File: src/rtl/neander_io_port.sv
// NEANDER-X I/O responder: OUT bytes queue in a TX FIFO toward a valid/ready sink, and
// source bytes queue in an RX FIFO read by IN port 0. Optional loopback: NEANDER_IO_LOOPBACK_EN.
module neander_io_port #(
  parameter int DEPTH = 4
) (
  input  logic       clk,
  input  logic       reset,
  input  logic [7:0] io_out,
  input  logic       io_write,
  input  logic       io_read,
  input  logic       err_clr,
  output logic [7:0] io_in,
  output logic [7:0] io_status,
  output logic [7:0] tx_data,
  output logic       tx_valid,
  input  logic       tx_ready,
  input  logic [7:0] rx_data,
  input  logic       rx_valid,
`ifdef NEANDER_IO_LOOPBACK_EN
  input  logic       loopback,
`endif
  output logic       rx_ready
);

  localparam int PW = $clog2(DEPTH);
  localparam int CW = PW + 1;

  logic [7:0]    r_txMem [DEPTH];
  logic [7:0]    r_rxMem [DEPTH];
  logic [PW-1:0] r_txWr, r_txRd, r_rxWr, r_rxRd;
  logic [CW-1:0] r_txCount, r_rxCount;
  logic          r_txOverflow, r_rxUnderflow;
  logic          r_active, r_loop;

  logic       w_loopIn;
  logic       w_txFull, w_txEmpty, w_rxFull, w_rxEmpty;
  logic       w_txPush, w_txPop, w_rxPush, w_rxPop;
  logic [7:0] w_rxByte;

`ifdef NEANDER_IO_LOOPBACK_EN
  assign w_loopIn = loopback;
`else
  assign w_loopIn = 1'b0;
`endif

  assign w_txFull  = (r_txCount == CW'(DEPTH));
  assign w_txEmpty = (r_txCount == '0);
  assign w_rxFull  = (r_rxCount == CW'(DEPTH));
  assign w_rxEmpty = (r_rxCount == '0);

  // Full/empty come from the count before the edge, so a write to a full TX is dropped
  // even when the sink pops in the same cycle.
  assign w_txPush = io_write & ~w_txFull;
  assign w_txPop  = ~w_txEmpty & (r_loop ? ~w_rxFull : tx_ready);
  assign w_rxPush = r_loop ? w_txPop : (rx_valid & rx_ready);
  assign w_rxByte = r_loop ? r_txMem[r_txRd] : rx_data;
  assign w_rxPop  = io_read & ~w_rxEmpty;

  // Payload storage is deliberately left unreset; counts alone define what is valid.
  always_ff @(posedge clk) begin
    if (w_txPush) r_txMem[r_txWr] <= io_out;
    if (w_rxPush) r_rxMem[r_rxWr] <= w_rxByte;
  end

  always_ff @(posedge clk or posedge reset) begin
    if (reset) begin
      r_txWr        <= '0;
      r_txRd        <= '0;
      r_txCount     <= '0;
      r_rxWr        <= '0;
      r_rxRd        <= '0;
      r_rxCount     <= '0;
      r_txOverflow  <= 1'b0;
      r_rxUnderflow <= 1'b0;
      r_active      <= 1'b0;
      r_loop        <= 1'b0;
    end else begin
      if (w_txPush) r_txWr <= r_txWr + PW'(1);
      if (w_txPop)  r_txRd <= r_txRd + PW'(1);
      if (w_rxPush) r_rxWr <= r_rxWr + PW'(1);
      if (w_rxPop)  r_rxRd <= r_rxRd + PW'(1);
      r_txCount     <= r_txCount + CW'(w_txPush) - CW'(w_txPop);
      r_rxCount     <= r_rxCount + CW'(w_rxPush) - CW'(w_rxPop);
      r_txOverflow  <= (io_write & w_txFull) | (r_txOverflow & ~err_clr);
      r_rxUnderflow <= (io_read & w_rxEmpty) | (r_rxUnderflow & ~err_clr);
      r_active      <= 1'b1;
      r_loop        <= w_loopIn;
    end
  end

  // Outputs depend only on registered state; loopback itself is registered for that reason.
  assign io_in     = w_rxEmpty ? 8'h00 : r_rxMem[r_rxRd];
  assign tx_data   = w_txEmpty ? 8'h00 : r_txMem[r_txRd];
  assign tx_valid  = ~w_txEmpty & ~r_loop;
  assign rx_ready  = r_active & ~r_loop & ~w_rxFull;
  assign io_status = {3'b000, w_txEmpty, r_txOverflow, r_rxUnderflow, w_txFull, ~w_rxEmpty};

endmodule

File: config.mk
export PLATFORM = sky130hd
export DESIGN_NAME = neander_io_port
export DESIGN_NICKNAME = d
export VERILOG_FILES = /design/src/rtl/neander_io_port.sv
export SDC_FILE = /design/constraint.sdc
export NUM_CORES = 1
export LEC_CHECK = 0
export BUFFER_PORTS_ARGS = -buffer_cell sky130_fd_sc_hd__buf_2
export CORE_MARGIN = 2
export CORE_UTILIZATION = 56
export CTS_CLUSTER_DIAMETER = 50
export DETAILED_ROUTE_END_ITERATION = 10
export PLACE_DENSITY = 0.87
export SKIP_CTS_REPAIR_TIMING = 1
export SLEW_MARGIN = 30
export SYNTH_ARGS = -nofsm -noshare
export SYNTH_HDL_FRONTEND = slang
export SYNTH_SLANG_ARGS = --single-unit
File: constraint.sdc
create_clock -name clk -period 2.79 [get_ports clk]
set_input_delay 0.1395 -clock clk [delete_from_list [all_inputs] [get_ports clk]]
set_output_delay 0.1395 -clock clk [all_outputs]
set_load 0.01 [all_outputs]
==> summary.md, run 1 <==
| Metric | Value |
|---|---|
| Cells after synthesis | `about 190` |
| Final worst slack | `about 0.48 ns` |
| CTS tree | `built` |
| # port buffers | `between 40 and 50` |
| Filler cells | `roughly 400` |
| Routed Antenna Nets | `0` |
| Avg Inst Size Synth | `approximately 18 µm²` |
| Synth area leader | `edfxtp_1` |
| Share of layout cells above drive strength 1 | `34.3%` |
| CP Class | `reg -> reg` |
| Pre-CTS WS | `approximately 0.5 ns` |
| Initial DRC Count | `about 80` |
| Leading post-synthesis cells by cell area | `edfxtp_1 56%, dfrtp_1 12%, mux4_2 11%, and2_1 4.4%, ha_1 4.4%` |
| # rows | `28` |
| Total global-route track usage | `17.6%` |
| HPWL Detailed | `around 3600 µm` |
| Ys flop type | `edfxtp_1` |
| Routability cong. | `0.787` |
| Initial antenna violation count | `0` |
| Largest delay share family, worst path | `adder cells` |
| Worst-Margin Slew | `~0.63 ns` |
| Async S/R FF share, synth | `a little over a fifth` |
| Fmax | `433 MHz` |
| Clock skew | `just under 0.004 ns` |
| Post-synthesis adder-cell area fraction | `~5.5%` |
| Die Span Y | `slightly above 80 µm` |
| Post-DR wirelength/cell | `16.2 µm` |
| Die area | `between 0.006 and 0.007 mm²` |
| Multiplexer area fraction after synthesis | `between 10% and 20%` |
| Yosys cell types | `26` |
| Starting Density | `a little under 60%` |
| Routed wire length | `between 5000 and 6000 µm` |
| Fin. max-slew vios | `0` |
| WHS | `approximately 0.0032 ns` |
| Synth Area in Simple Gates | `roughly 6.7%` |
| CTS Sinks | `81` |
| Commonest cells post-synth | `64 x edfxtp_1, 24 x and2_1, 17 x dfrtp_1, 17 x inv_1, 16 x mux4_2` |
| Status | `completed` |
| RSZ-0062 raised after global routing | `no` |
| ANT cells | `0` |
| P per Cell Area | `just over 1000 mW/mm²` |
| H-tree depth | `3` |
| Largest family of logic cells by synthesized area | `multiplexers` |
| Required @ worst endpoint | `around 3.1 ns` |
| Yosys reg bits | `roughly 80` |
| Max Cap Viol | `0` |
| Global-route wire length before repair | `between 8000 and 9000 µm` |
| CORE AREA | `slightly below 0.006 mm²` |
| CP Capture Type | `flop` |
| Register area share after synthesis | `68.4%` |
| Clock transition at path regs | `around 0.07 ns` |
| Layout Utilization | `between 60 and 70%` |
| Hold Fails Final Rpt | `0` |
| Synth warn | `0` |
| Clock buffer depth | `2` |
| Area share of the largest cell type after synthesis | `roughly 56%` |
| P_leak | `roughly 1.5 nW` |
| I/O pins | `49` |
| Worst hold path class | `in -> reg` |
| Largest net degree at the start of global routing | `18` |
| Rel. slew slack | `between 50% and 60%` |
| Via count | `between 1500 and 2000` |
| Buf/Inv on CP | `2` |
| Number of global-route vias before repair | `between 1500 and 2000` |
| Global route total overflow | `0` |
| Period utilisation layout | `around 83%` |
| Synth-to-Final Area Change | `13.9%` |
| Netlist Area Pre-Place | `~0.0034 mm²` |
| Critical Path Fanout Max | `4` |
| Worst vdd ir | `605 µV` |
| NumNets Final | `280` |
| Post-Synth XOR/XNOR Area | `under 10%` |
| Compound-gate portion of the synthesized area | `less than 1%` |
| DR pass1 iterations | `4` |
| Arr. time, crit path | `roughly 2.6 ns` |
| TritonCTS Buffers | `9` |
| Worst-Skew Late Latency | `0.34 ns` |
| Slowest CP cell | `dfrtp_1` |
| Tmin final | `2.31 ns` |
| Die W | `between 80 and 90 µm` |
| Clock Tree Root | `clkbuf_8` |
| Post-synth EDFFs | `64` |
| CP peak stage delay | `about 0.46 ns` |
| DRC Markers | `0` |
| Pwr Total | `about 4.0 mW` |
| Top-count cell post-synth | `edfxtp_1` |
| Crit path launch type | `flop` |
| Final setup violation count | `0` |
| Cells along the critical path | `or3_1 -> and2_4 -> ha_1 -> inv_1 -> ha_1 -> inv_1 -> fa_1 -> xnor2_1 -> xnor2_1` |
| Setup_tns | `0 ns` |
| DR vias/cell | `~5.1` |
==> area by class of cell <==
type                            instances  area (µm²)  share of cell area, %
Clock buffer                           10         128                   3.27
Timing Repair Buffer                   49         260                   6.66
Tap cell                               75        93.8                   2.40
Multi-Input combinational cell         85         932                   23.9
Sequential cell                        81        2350                   60.1
Inverter                               17        63.8                   1.63
Clock inverter                          6        82.6                   2.11
==> metrics by stage <==
stage          instance area (µm²)  instances
2_1_floorplan                 3440        196
3_3_place_gp                  3680        305
3_5_place_dp                  3680        305
4_1_cts                       3890        321
5_1_grt                       3910        323
6_report                      3910        323
==> cells in the final DEF, fill, tap and decap left out, types with 2 or more instances in the layout <==
master and count:
clkbuf_8 9, mux4_2 16, mux2_2 2, fa_1 2
buf_4 2, dlygate4sd3_1 2, inv_1 17, buf_2 45
clkinv_2 3, or3_1 2, ha_1 12, nand2_1 2
xnor2_1 8, edfxtp_1 64, dfrtp_1 17, xor2_1 2
conb_1 4, and2_1 24, bufinv_16 2, nand3_1 2
and2_4 2
==> routing by layer <==
metal  routed length (µm)  global-route usage, %  vias up
li1                     -                      -      782
met1                 2280                   22.7      797
met4                   85                   8.00        0
met3                  292                   5.33        8
met5                    0                      0        -
met2                 2580                   27.7       57
==> final timing paths <==
check                        startpoint           end  slack, ns  depth (start not counted)
min                             err_clr  r_txOverflow      0.003                          2
max in group asynchronous         reset     r_txRd[1]       1.97                          3
max reg2reg                r_txCount[1]  r_txCount[2]       0.48                          9
max                        r_txCount[1]  r_txCount[2]       0.48                          9
min in group asynchronous         reset  r_rxCount[1]       0.41                          3
min reg2reg                r_rxCount[0]  r_rxCount[0]       0.53                          1
==> report_power, final <==
part | switching, mW | internal [mW]
Sequential | 0.255 | 1.59
Combinational | 0.570 | 0.702
Clock | 0.400 | 0.499
Total | 1.23 | 2.79
==> logic make-up (layout without fill, tap and decap cells) <==
logic type / count (synthesis) / in the layout
DFF: 81 / 81
xor gates and xnor gates: 10 / 10
adders and majority gates: 14 / 14
buffers and inverters: 30 / 82
other: 2 / 4
AOI/OAI and AO/OA: 4 / 4
and+or+nand+nor: 35 / 35
muxes: 18 / 18
==> flip-flops by register name (all words and copies together) (netlist names) <==
| name | flops |
|---|---|
| r_rxWr | 2 |
| r_txRd | 2 |
| r_txCount | 3 |
| r_txMem | 32 |
| r_txWr | 2 |
| r_rxCount | 3 |
| r_rxRd | 2 |
| r_rxUnderflow | 1 |
| r_txOverflow | 1 |
| r_rxMem | 32 |
| r_active | 1 |
Note: power is estimated with default switching activity, not from simulation.
==> inputs of run 2 (changes only) <==
==> constraint.sdc (replaced) <==
create_clock -name clk -period 2.4 [get_ports clk]
set_input_delay 0.12 -clock clk [delete_from_list [all_inputs] [get_ports clk]]
set_output_delay 0.12 -clock clk [all_outputs]
set_load 0.01 [all_outputs]
==> run 2 against run 1 <==
Worst hold slack better by 0.00081 ns. Maximum frequency is 0.27% higher. Critical path depth stayed put. Critical endpoint is now r_rxCount[2].
==> summary.md, run 2 (synthesized netlist as in run 1, its figures left out) <==
| Metric | Value |
|---|---|
| Status | `completed` |
| Max layer used | `met4` |
| RSZ-0062 raised after global routing | `no` |
| Die Span Y | `82.3 µm (unchanged)` |
| I/O pins | `49 (unchanged)` |
| Worst hold path class | `in -> reg` |
| WHS | `0.00397 ns (+0.000810 ns)` |
| Crit path launch type | `flop` |
| Worst-Skew Late Latency | `0.34 ns (about the same)` |
| # port buffers | `45 (unchanged)` |
| Routed Antenna Nets | `0 (unchanged)` |
| Tmin final | `2.30 ns (-0.00623 ns)` |
| Metal2 WL | `2610 µm (+0.97%)` |
| Global route total overflow | `0 (unchanged)` |
| CTS Sinks | `81 (unchanged)` |
| Starting Density | `57.9% (unchanged)` |
| CP peak stage delay | `0.45 ns (about the same)` |
| DR vias/cell | `5.06 (-0.50%)` |
| Clock transition at path regs | `0.08 ns (about the same)` |
| Hold Fails Final Rpt | `0 (unchanged)` |
| P per Cell Area | `1140 mW/mm² (+11%)` |
| Fin. max-slew vios | `0 (unchanged)` |
| Routability cong. | `0.802 (+1.9%)` |
| CP Capture Type | `flop` |
| Fmax | `434 MHz (+0.27%)` |
| Required @ worst endpoint | `2.63 ns (-0.43 ns)` |
| DR pass1 iterations | `4 (unchanged)` |
| Clock Tree Root | `clkbuf_8` |
| Largest net degree at the start of global routing | `18 (unchanged)` |
| Initial DRC Count | `65 (-18%)` |
| TritonCTS Buffers | `9 (unchanged)` |
| Rel. slew slack | `58.6% (+0.90 points)` |
| Total global-route track usage | `16.8% (-0.82 points)` |
| Routed wire length | `5320 µm (+1.5%)` |
| Largest regs | `r_rxMem (32), r_txMem (32)` |
| Buf/Inv on CP | `2 (unchanged)` |
| Period utilisation layout | `96.0% (+13 points)` |
| Setup_tns | `0 ns (unchanged)` |
| Critical Path Fanout Max | `4 (unchanged)` |
| Via count | `1727 (+5.0%)` |
| Cells along the critical path | `or3_1 -> and2_4 -> ha_1 -> inv_1 -> ha_1 -> inv_1 -> fa_1 -> xnor2_2 -> xnor2_1` |
| Die W | `82.3 µm (unchanged)` |
| Share of layout cells above drive strength 1 | `33.5% (-0.82 points)` |
| Final worst slack | `0.0956 ns (-0.384 ns)` |
| Global-route wire length before repair | `7870 µm (-3.4%)` |
| # rows | `28 (unchanged)` |
| Most common cell after layout, fill and taps aside | `edfxtp_1` |
| Most frequent cells in the layout | `64 x edfxtp_1, 45 x buf_2, 24 x and2_1` |
| Met1 wire length | `2410 µm (+5.8%)` |
| Arr. time, crit path | `2.53 ns (-0.05 ns)` |
| Initial antenna violation count | `0 (unchanged)` |
| NumNets Final | `298 (+6.4%)` |
| Die area | `0.00677 mm² (unchanged)` |
| Worst vdd ir | `594 µV (-1.8%)` |
| Clock skew | `0.00776 ns (+0.00384 ns)` |
| H-tree depth | `3 (unchanged)` |
| Pre-CTS WS | `0.165 ns (-0.321 ns)` |
| Slowest CP cell | `dfrtp_2` |
| DRC Markers | `0 (unchanged)` |
| CTS tree | `built` |
| P_leak | `1.59 nW (+4.3%)` |
| Clock buffer depth | `2 (unchanged)` |
| Dpl cell area | `0.00369 mm² (+0.41%)` |
| Max Cap Viol | `0 (unchanged)` |
| Synth-to-Final Area Change | `18.5%` |
| Met3 routed WL | `205 µm (-30%)` |
| Post-DR wirelength/cell | `15.6 µm (-3.8%)` |
| Post-route cell area | `0.00407 mm² (+4.0%)` |
| CORE AREA | `0.00592 mm² (unchanged)` |
| HPWL Detailed | `3600 µm (-0.64%)` |
| Largest delay share family, worst path | `adder cells` |
| ANT cells | `0 (unchanged)` |
| Final setup violation count | `0 (unchanged)` |
| Pwr Total | `4.62 mW (+15%)` |
| Worst-Margin Slew | `0.621 ns (-0.0135 ns)` |
| CP Class | `reg -> reg` |
| Number of global-route vias before repair | `1640 (-2.8%)` |
[run 2: changes by cell type in the layout (fill, tap and decap cells not counted), sizes merged]
cell	change
clkinvlp	+1
buf	+3
dlygate4sd3	+15
bufinv	-1
[run 2: metal layers]
layer | GRT usage, % | vias to the layer above
li1 | - | 823
met1 | 21.5 | 859
met2 | 26.3 | 37
met3 | 5.65 | 8
met4 | 7.17 | 0
met5 | 0 | -
[run 2: worst reg2reg max path: stages (launching register included)]
cell and delay [ns]:
dfrtp_2 0.45, or3_1 0.39, and2_4 0.18, ha_1 0.26, inv_1 0.06, ha_1 0.13
inv_1 0.05, fa_1 0.41, xnor2_2 0.15, xnor2_1 0.12
[run 2: final cells by class]
| class | instances | area (µm²) |
|---|---|---|
| Clock buffer | 10 | 128 |
| Clock inverter | 6 | 58.8 |
| Fill cell | 380 | 1860 |
| Inverter | 17 | 63.8 |
| Multi-Input combinational cell | 85 | 940 |
| Sequential cell | 81 | 2350 |
| Tap cell | 75 | 93.8 |
| Timing Repair Buffer | 67 | 433 |
[run 2: where the power goes]
group	total (mW)	switching, mW	leakage, nW	internal, mW
Sequential	2.13	0.281	0.784	1.85
Combinational	1.56	0.694	0.716	0.869
Clock	0.929	0.456	0.0897	0.473
[run 2: path summary, 6_finish.rpt]
check	cells past startpoint	slack [ns]	to	from
max in group asynchronous	3	1.57	r_rxCount[1]	reset
min in group asynchronous	3	0.39	r_txOverflow	reset
min reg2reg	2	0.55	r_txOverflow	r_txOverflow
max reg2reg	9	0.1	r_rxCount[2]	r_rxCount[1]
min	3	0.004	r_txOverflow	io_write
max	9	0.1	r_rxCount[2]	r_rxCount[1]
[run 2: metrics by stage]
stage / cells / util, %
floorplan: 196 / -
global placement: 307 / 62.4
detailed placement: 307 / 62.4
CTS: 323 / 65.5
global route: 341 / 68.7
finish: 341 / 68.7
